--- src/rtl/i2c_pkg.sv ---
// Shared definitions for the I2C target: FSM state encoding and bus-level constants.
package i2c_pkg;

  typedef enum logic [3:0] {
    ST_IDLE,
    ST_ADDR,
    ST_ADDR_ACK,
    ST_PTR,
    ST_PTR_ACK,
    ST_WDATA,
    ST_WDATA_ACK,
    ST_RDATA,
    ST_RACK,
    ST_WAIT_STOP
  } i2c_state_t;

  localparam logic I2C_RW_WRITE = 1'b0;
  localparam logic I2C_RW_READ  = 1'b1;
  localparam logic ACK          = 1'b0;
  localparam logic NACK         = 1'b1;

  localparam int unsigned BITCNT_W = 3;

endpackage

--- src/rtl/i2c_input_filter.sv ---
// Two-flop synchroniser followed by a run-length filter; the output only follows
// the pin after FILTER_LEN consecutive samples disagree with the current level.
module i2c_input_filter #(
  parameter int unsigned FILTER_LEN = 3
) (
  input  logic clk,
  input  logic reset,
  input  logic pin,
  output logic level
);

  localparam int unsigned CNT_W = (FILTER_LEN > 1) ? $clog2(FILTER_LEN) : 1;

  logic [1:0]       sync;
  logic [CNT_W-1:0] cnt;

  always_ff @(posedge clk or posedge reset) begin
    if (reset) begin
      sync  <= 2'b11;
      cnt   <= '0;
      level <= 1'b1;
    end else begin
      sync <= {sync[0], pin};
      if (sync[1] == level) begin
        cnt <= '0;
      end else if (cnt == CNT_W'(FILTER_LEN - 1)) begin
        level <= sync[1];
        cnt   <= '0;
      end else begin
        cnt <= cnt + CNT_W'(1);
      end
    end
  end

endmodule

--- src/rtl/i2c_target.sv ---
// I2C target with 7-bit address and 8-bit register pointer; exposes a one-cycle
// register read/write strobe interface and drives SDA through an open-drain enable.
module i2c_target #(
  parameter logic [6:0]  I2C_ADDR   = 7'h50,
  parameter int unsigned FILTER_LEN = 3
) (
  input  logic       clk,
  input  logic       reset,
  input  logic       scl_in,
  input  logic       sda_in,
  output logic       sda_oe,
  output logic [7:0] reg_addr,
  output logic [7:0] reg_wdata,
  output logic       reg_we,
  output logic       reg_re,
  input  logic [7:0] reg_rdata,
  output logic       busy
);

  import i2c_pkg::*;

  logic scl_f, sda_f, scl_q, sda_q;
  logic scl_rise, scl_fall, start_cond, stop_cond;
  logic [7:0] rx_byte;

  i2c_state_t          state;
  logic [BITCNT_W-1:0] bit_cnt;
  logic [7:0]          shreg;
  logic                rw;
  logic                load_pend;
  logic                got_ack;

  i2c_input_filter #(.FILTER_LEN(FILTER_LEN)) u_scl_filter (
    .clk   (clk),
    .reset (reset),
    .pin   (scl_in),
    .level (scl_f)
  );

  i2c_input_filter #(.FILTER_LEN(FILTER_LEN)) u_sda_filter (
    .clk   (clk),
    .reset (reset),
    .pin   (sda_in),
    .level (sda_f)
  );

  always_ff @(posedge clk or posedge reset) begin
    if (reset) begin
      scl_q <= 1'b1;
      sda_q <= 1'b1;
    end else begin
      scl_q <= scl_f;
      sda_q <= sda_f;
    end
  end

  assign scl_rise   = scl_f & ~scl_q;
  assign scl_fall   = ~scl_f & scl_q;
  assign start_cond = scl_f & sda_q & ~sda_f;
  assign stop_cond  = scl_f & ~sda_q & sda_f;
  assign rx_byte    = {shreg[6:0], sda_f};

  // shreg doubles as the receive shifter and, in RDATA, holds the not-yet-sent bits at the top
  always_ff @(posedge clk or posedge reset) begin
    if (reset) begin
      state     <= ST_IDLE;
      bit_cnt   <= '0;
      shreg     <= '0;
      rw        <= I2C_RW_WRITE;
      load_pend <= 1'b0;
      got_ack   <= 1'b0;
      sda_oe    <= 1'b0;
      reg_addr  <= '0;
      reg_wdata <= '0;
      reg_we    <= 1'b0;
      reg_re    <= 1'b0;
      busy      <= 1'b0;
    end else begin
      reg_we    <= 1'b0;
      reg_re    <= 1'b0;
      load_pend <= 1'b0;
      if (start_cond) begin
        state   <= ST_ADDR;
        bit_cnt <= '0;
        sda_oe  <= 1'b0;
        got_ack <= 1'b0;
      end else if (stop_cond) begin
        state   <= ST_IDLE;
        bit_cnt <= '0;
        sda_oe  <= 1'b0;
        got_ack <= 1'b0;
        busy    <= 1'b0;
      end else begin
        case (state)
          ST_ADDR: if (scl_rise) begin
            shreg   <= rx_byte;
            bit_cnt <= bit_cnt + BITCNT_W'(1);
            if (bit_cnt == BITCNT_W'(7)) begin
              if (rx_byte[7:1] == I2C_ADDR) begin
                rw    <= rx_byte[0] ? I2C_RW_READ : I2C_RW_WRITE;
                busy  <= 1'b1;
                state <= ST_ADDR_ACK;
              end else begin
                state <= ST_WAIT_STOP;
              end
            end
          end
          ST_PTR: if (scl_rise) begin
            shreg   <= rx_byte;
            bit_cnt <= bit_cnt + BITCNT_W'(1);
            if (bit_cnt == BITCNT_W'(7)) begin
              reg_addr <= rx_byte;
              state    <= ST_PTR_ACK;
            end
          end
          ST_WDATA: if (scl_rise) begin
            shreg   <= rx_byte;
            bit_cnt <= bit_cnt + BITCNT_W'(1);
            if (bit_cnt == BITCNT_W'(7)) begin
              reg_wdata <= rx_byte;
              reg_we    <= 1'b1;
              state     <= ST_WDATA_ACK;
            end
          end
          // ACK slot: first fall starts driving, second fall ends the slot
          ST_ADDR_ACK: if (scl_fall) begin
            if (!sda_oe) begin
              sda_oe <= ~ACK;
            end else begin
              sda_oe  <= 1'b0;
              bit_cnt <= '0;
              if (rw == I2C_RW_READ) begin
                state     <= ST_RDATA;
                reg_re    <= 1'b1;
                load_pend <= 1'b1;
              end else begin
                state <= ST_PTR;
              end
            end
          end
          ST_PTR_ACK: if (scl_fall) begin
            if (!sda_oe) begin
              sda_oe <= ~ACK;
            end else begin
              sda_oe  <= 1'b0;
              bit_cnt <= '0;
              state   <= ST_WDATA;
            end
          end
          ST_WDATA_ACK: if (scl_fall) begin
            if (!sda_oe) begin
              sda_oe <= ~ACK;
            end else begin
              sda_oe   <= 1'b0;
              bit_cnt  <= '0;
              reg_addr <= reg_addr + 8'd1;
              state    <= ST_WDATA;
            end
          end
          ST_RDATA: begin
            if (load_pend) begin
              shreg  <= {reg_rdata[6:0], 1'b0};
              sda_oe <= ~reg_rdata[7];
            end else if (scl_fall) begin
              if (bit_cnt == BITCNT_W'(7)) begin
                sda_oe   <= 1'b0;
                bit_cnt  <= '0;
                got_ack  <= 1'b0;
                reg_addr <= reg_addr + 8'd1;
                state    <= ST_RACK;
              end else begin
                sda_oe  <= ~shreg[7];
                shreg   <= shreg << 1;
                bit_cnt <= bit_cnt + BITCNT_W'(1);
              end
            end
          end
          ST_RACK: begin
            if (scl_rise) begin
              if (sda_f == NACK) begin
                state <= ST_WAIT_STOP;
              end else begin
                got_ack <= 1'b1;
              end
            end else if (scl_fall && got_ack) begin
              got_ack   <= 1'b0;
              bit_cnt   <= '0;
              reg_re    <= 1'b1;
              load_pend <= 1'b1;
              state     <= ST_RDATA;
            end
          end
          default: ;
        endcase
      end
    end
  end

endmodule

--- config.mk ---
export PLATFORM = sky130hd
export DESIGN_NAME = i2c_target
export DESIGN_NICKNAME = d
export VERILOG_FILES = /design/src/rtl/i2c_pkg.sv /design/src/rtl/i2c_input_filter.sv /design/src/rtl/i2c_target.sv
export SDC_FILE = /design/constraint.sdc
export NUM_CORES = 1
export LEC_CHECK = 0
export ABC_AREA = 1
export CAP_MARGIN = 20
export CORE_MARGIN = 4
export CORE_UTILIZATION = 50
export CTS_BUF_LIST = sky130_fd_sc_hd__clkbuf_16
export DETAILED_ROUTE_END_ITERATION = 8
export PLACE_DENSITY = 0.77
export SYNTH_ARGS = -nofsm -noshare
export SYNTH_HDL_FRONTEND = slang
export SYNTH_SLANG_ARGS = --single-unit
--- constraint.sdc ---
create_clock -name clk -period 1.61 [get_ports clk]
set_input_delay 0.322 -clock clk [delete_from_list [all_inputs] [get_ports clk]]
set_output_delay 0.322 -clock clk [all_outputs]
set_load 0.005 [all_outputs]
==> metrics.txt, run 1 <==
Final Critical Period around 1600 ps; Crit-path slowest cell dfstp_2; status finished, violations left; Initial DRT Pass Iterations 5; startpoint types flip-flop; share of layout cells above drive strength 1 about 34%; Yosys top cell area share a little under two fifths; CTS root buffer clkbuf_16; sequential share of the synthesized area 44.7%; GRT Total Usage a little under a quarter; Initial Util roughly 53%; Bufs on Longest Clock Path 2; CP peak stage delay approximately 590 ps; failing checks setup timing; Register Area roughly 0.0012 sq mm; YS warnings 0; top_reg_cell synth dfrtp_1; gpl congestion about 0.99; DP Wirelength around 4.9 mm; row count 26; die width approximately 82 um; ranking of synthesized cells by area dfrtp_1 37%, nand2_1 15%, dfstp_2 7.6%, nor2_1 4.8%, inv_1 4.5%; register bit total from synthesis 49; worst skew pair latency 290 ps; Worst EP arrival between 1500 and 2000 ps; NumNets Final 459; initial DRC count 213; Core Area between 0.005 and 0.006 sq mm; Post-synth EDFFs 0; Async SR Flop Fraction 100%; final setup fails 10; Clock Skews 8.50 ps; Crit. End Element flip-flop; antenna-violating nets left 0; DR vias/cell approximately 5.5; number of remaining DRC errors 0; WL final around 7.9 mm; Critical Path RT between 1500 and 2000 ps; CP top delay family flip-flops; number of global-route vias before repair 2628; FILL cells 350; Hold-fix buffers, CTS 0; grt ovf 0; initial antenna violation count 0; Final Max Slew Viols 0; VDD IR max between 0.001 and 0.0015 V; RSZ-0062 raised after global routing yes; Port-buffer cells 31; HP Class reg2reg; area added between synthesis and finish 42.1%; most frequent cells in the layout 98 x nand2_1, 45 x buf_4, 36 x dfrtp_1; largest net degree at the start of global routing 29; Post-Synthesis Cell Area between 0.002 and 0.003 sq mm; number of placed cells counting well taps 487; Leak between 0.0015 and 0.002 uW; area of the multi-input gates around 0.0015 sq mm; Final Util 75.0%; I/O Pins 32; Critical Setup Path Class reg2reg; largest area contributor in the netlist dfrtp_1; CP Max Fanout 16; number of CTS-inserted buffers 5; Final WS setup -22.0 ps; Mean Syn Cell Area around 7.7 sq um; diode count 0; H-tree Lvls 2; Sink Count slightly below 50; syn nets 373; Hold Fails Final Rpt 0; Synth Instances 358; worst slew pin tran between 300 and 400 ps; Final Cycle Share 101%; Worst-path clk slew approximately 70 ps; Die ar. 0.00678 sq mm; via count 2829; WL/cell between 15 and 20 um; commonest non-fill, non-tap cell in the layout nand2_1; Yosys cell types 33; max cap viols 0; WP buf/inv 3; Max Freq just over 600 MHz; non-filler cells in the finished layout slightly above 500; Pwr Density around 1900 mW/mm^2; DIE HEIGHT 82.4 um; CTS tree yes; CP Cell Sequence inv_2 > nand3_4 > nand2_8 > buf_6 > nor2_4 > nand3_2 > buf_12 > nor2_2 > a21oi_2; relative slew slack 76.5%; first-pass GRT wire length 11.8 mm
[area by class of cell]
class / count / area share (%)
multi-input cells: 265 / 39.2
clock buffers: 5 / 3.18
repair buffers: 81 / 18.6
clock inverters: 3 / 0.637
flip-flops and latches: 49 / 31.6
repair inverters: 1 / 0.159
well taps: 70 / 2.23
inverters: 41 / 4.36
[Yosys cell counts (2+ instances only)]
cell type	n
a21oi_1	12
o21ai_0	23
buf_6	4
dfrtp_1	41
nand2_1	108
nor3_1	6
dfstp_2	8
o211ai_1	3
o21ai_1	5
o21ai_2	8
nand3b_1	2
nand3_1	23
inv_2	7
inv_1	33
nor2_2	4
nand3_2	3
nand4_1	5
nor2_1	35
ha_1	3
xnor2_1	5
nor2_4	4
nand2_2	5
[power breakdown]
part	switching (uW)	internal, uW
sequential	393	1680
combinational	2510	1900
clock	473	584
total	3370	4160
[repair_timing]
item	in CTS	in global routing
endpoints found under the setup margin	24	34
gates resized for setup	10	59
cloned	1	3
setup buffers	7	9
pin swaps	1	12
[through the flow]
stage	hold slack, ps	area (sq um)	setup slack [ps]	setup TNS [ps]	power, uW
after global placement	346	3380	-96.9	-757	5370
after floorplan	326	2760	48.1	0	4200
final	350	3930	-22.0	-87.0	7540
after global routing	363	3930	-146	-2370	8110
after detailed placement	349	3380	-134	-1230	5500
after CTS	355	3630	-8.06	-24.1	6690
[state kept, by name, summed over array words and instances, names as in the netlist, 2 cells and up]
register           count
bit_cnt                3
reg_addr               8
reg_wdata              8
shreg                  8
state                  4
u_scl_filter.cnt       2
u_scl_filter.sync      2
u_sda_filter.cnt       2
u_sda_filter.sync      2
[worst paths after layout]
kind	cells after the start	from	endpoint	slack, ps
hold reg to reg	0	u_sda_filter.sync[0]	u_sda_filter.sync[1]	350
setup reg to reg	9	u_sda_filter.level	shreg[4]	-20
max in group asynchronous	3	reset	reg_addr[2]	900
setup / recovery	9	u_sda_filter.level	shreg[4]	-20
min in group asynchronous	3	reset	u_sda_filter.cnt[0]	380
hold / removal	0	u_sda_filter.sync[0]	u_sda_filter.sync[1]	350
[cell families (layout without fill, tap and decap cells)]
family	Yosys count	after routing	synth area share, %
flip-flops	49	49	44.7
buffers and inverters	47	131	7.83
XOR/XNOR	5	5	1.58
AND/OR/NAND/NOR	199	202	32.7
AO/OA/AOI/OAI	55	55	11.8
adder cells (fa/ha/maj)	3	3	1.36
[metal layers]
metal / vias to the layer above / GRT usage, % / wire length, um
met5: - / 0 / 0
met4: 0 / 6.81 / 210
met3: 25 / 3.80 / 407
met2: 120 / 39.3 / 4090
met1: 1352 / 28.5 / 3200
li1: 1332 / - / -
Power figures use the tool's default switching activity.
==> inputs of run 2 (changes only) <==
--- a/config.mk
+++ b/config.mk
@@ -6,7 +6,6 @@
 export NUM_CORES = 1
 export LEC_CHECK = 0
 export ABC_AREA = 1
-export CAP_MARGIN = 20
 export CORE_MARGIN = 4
 export CORE_UTILIZATION = 50
 export CTS_BUF_LIST = sky130_fd_sc_hd__clkbuf_16
==> results of run 2 <==
Same layout as run 1: the final DEF is identical, and so are final timing and power.
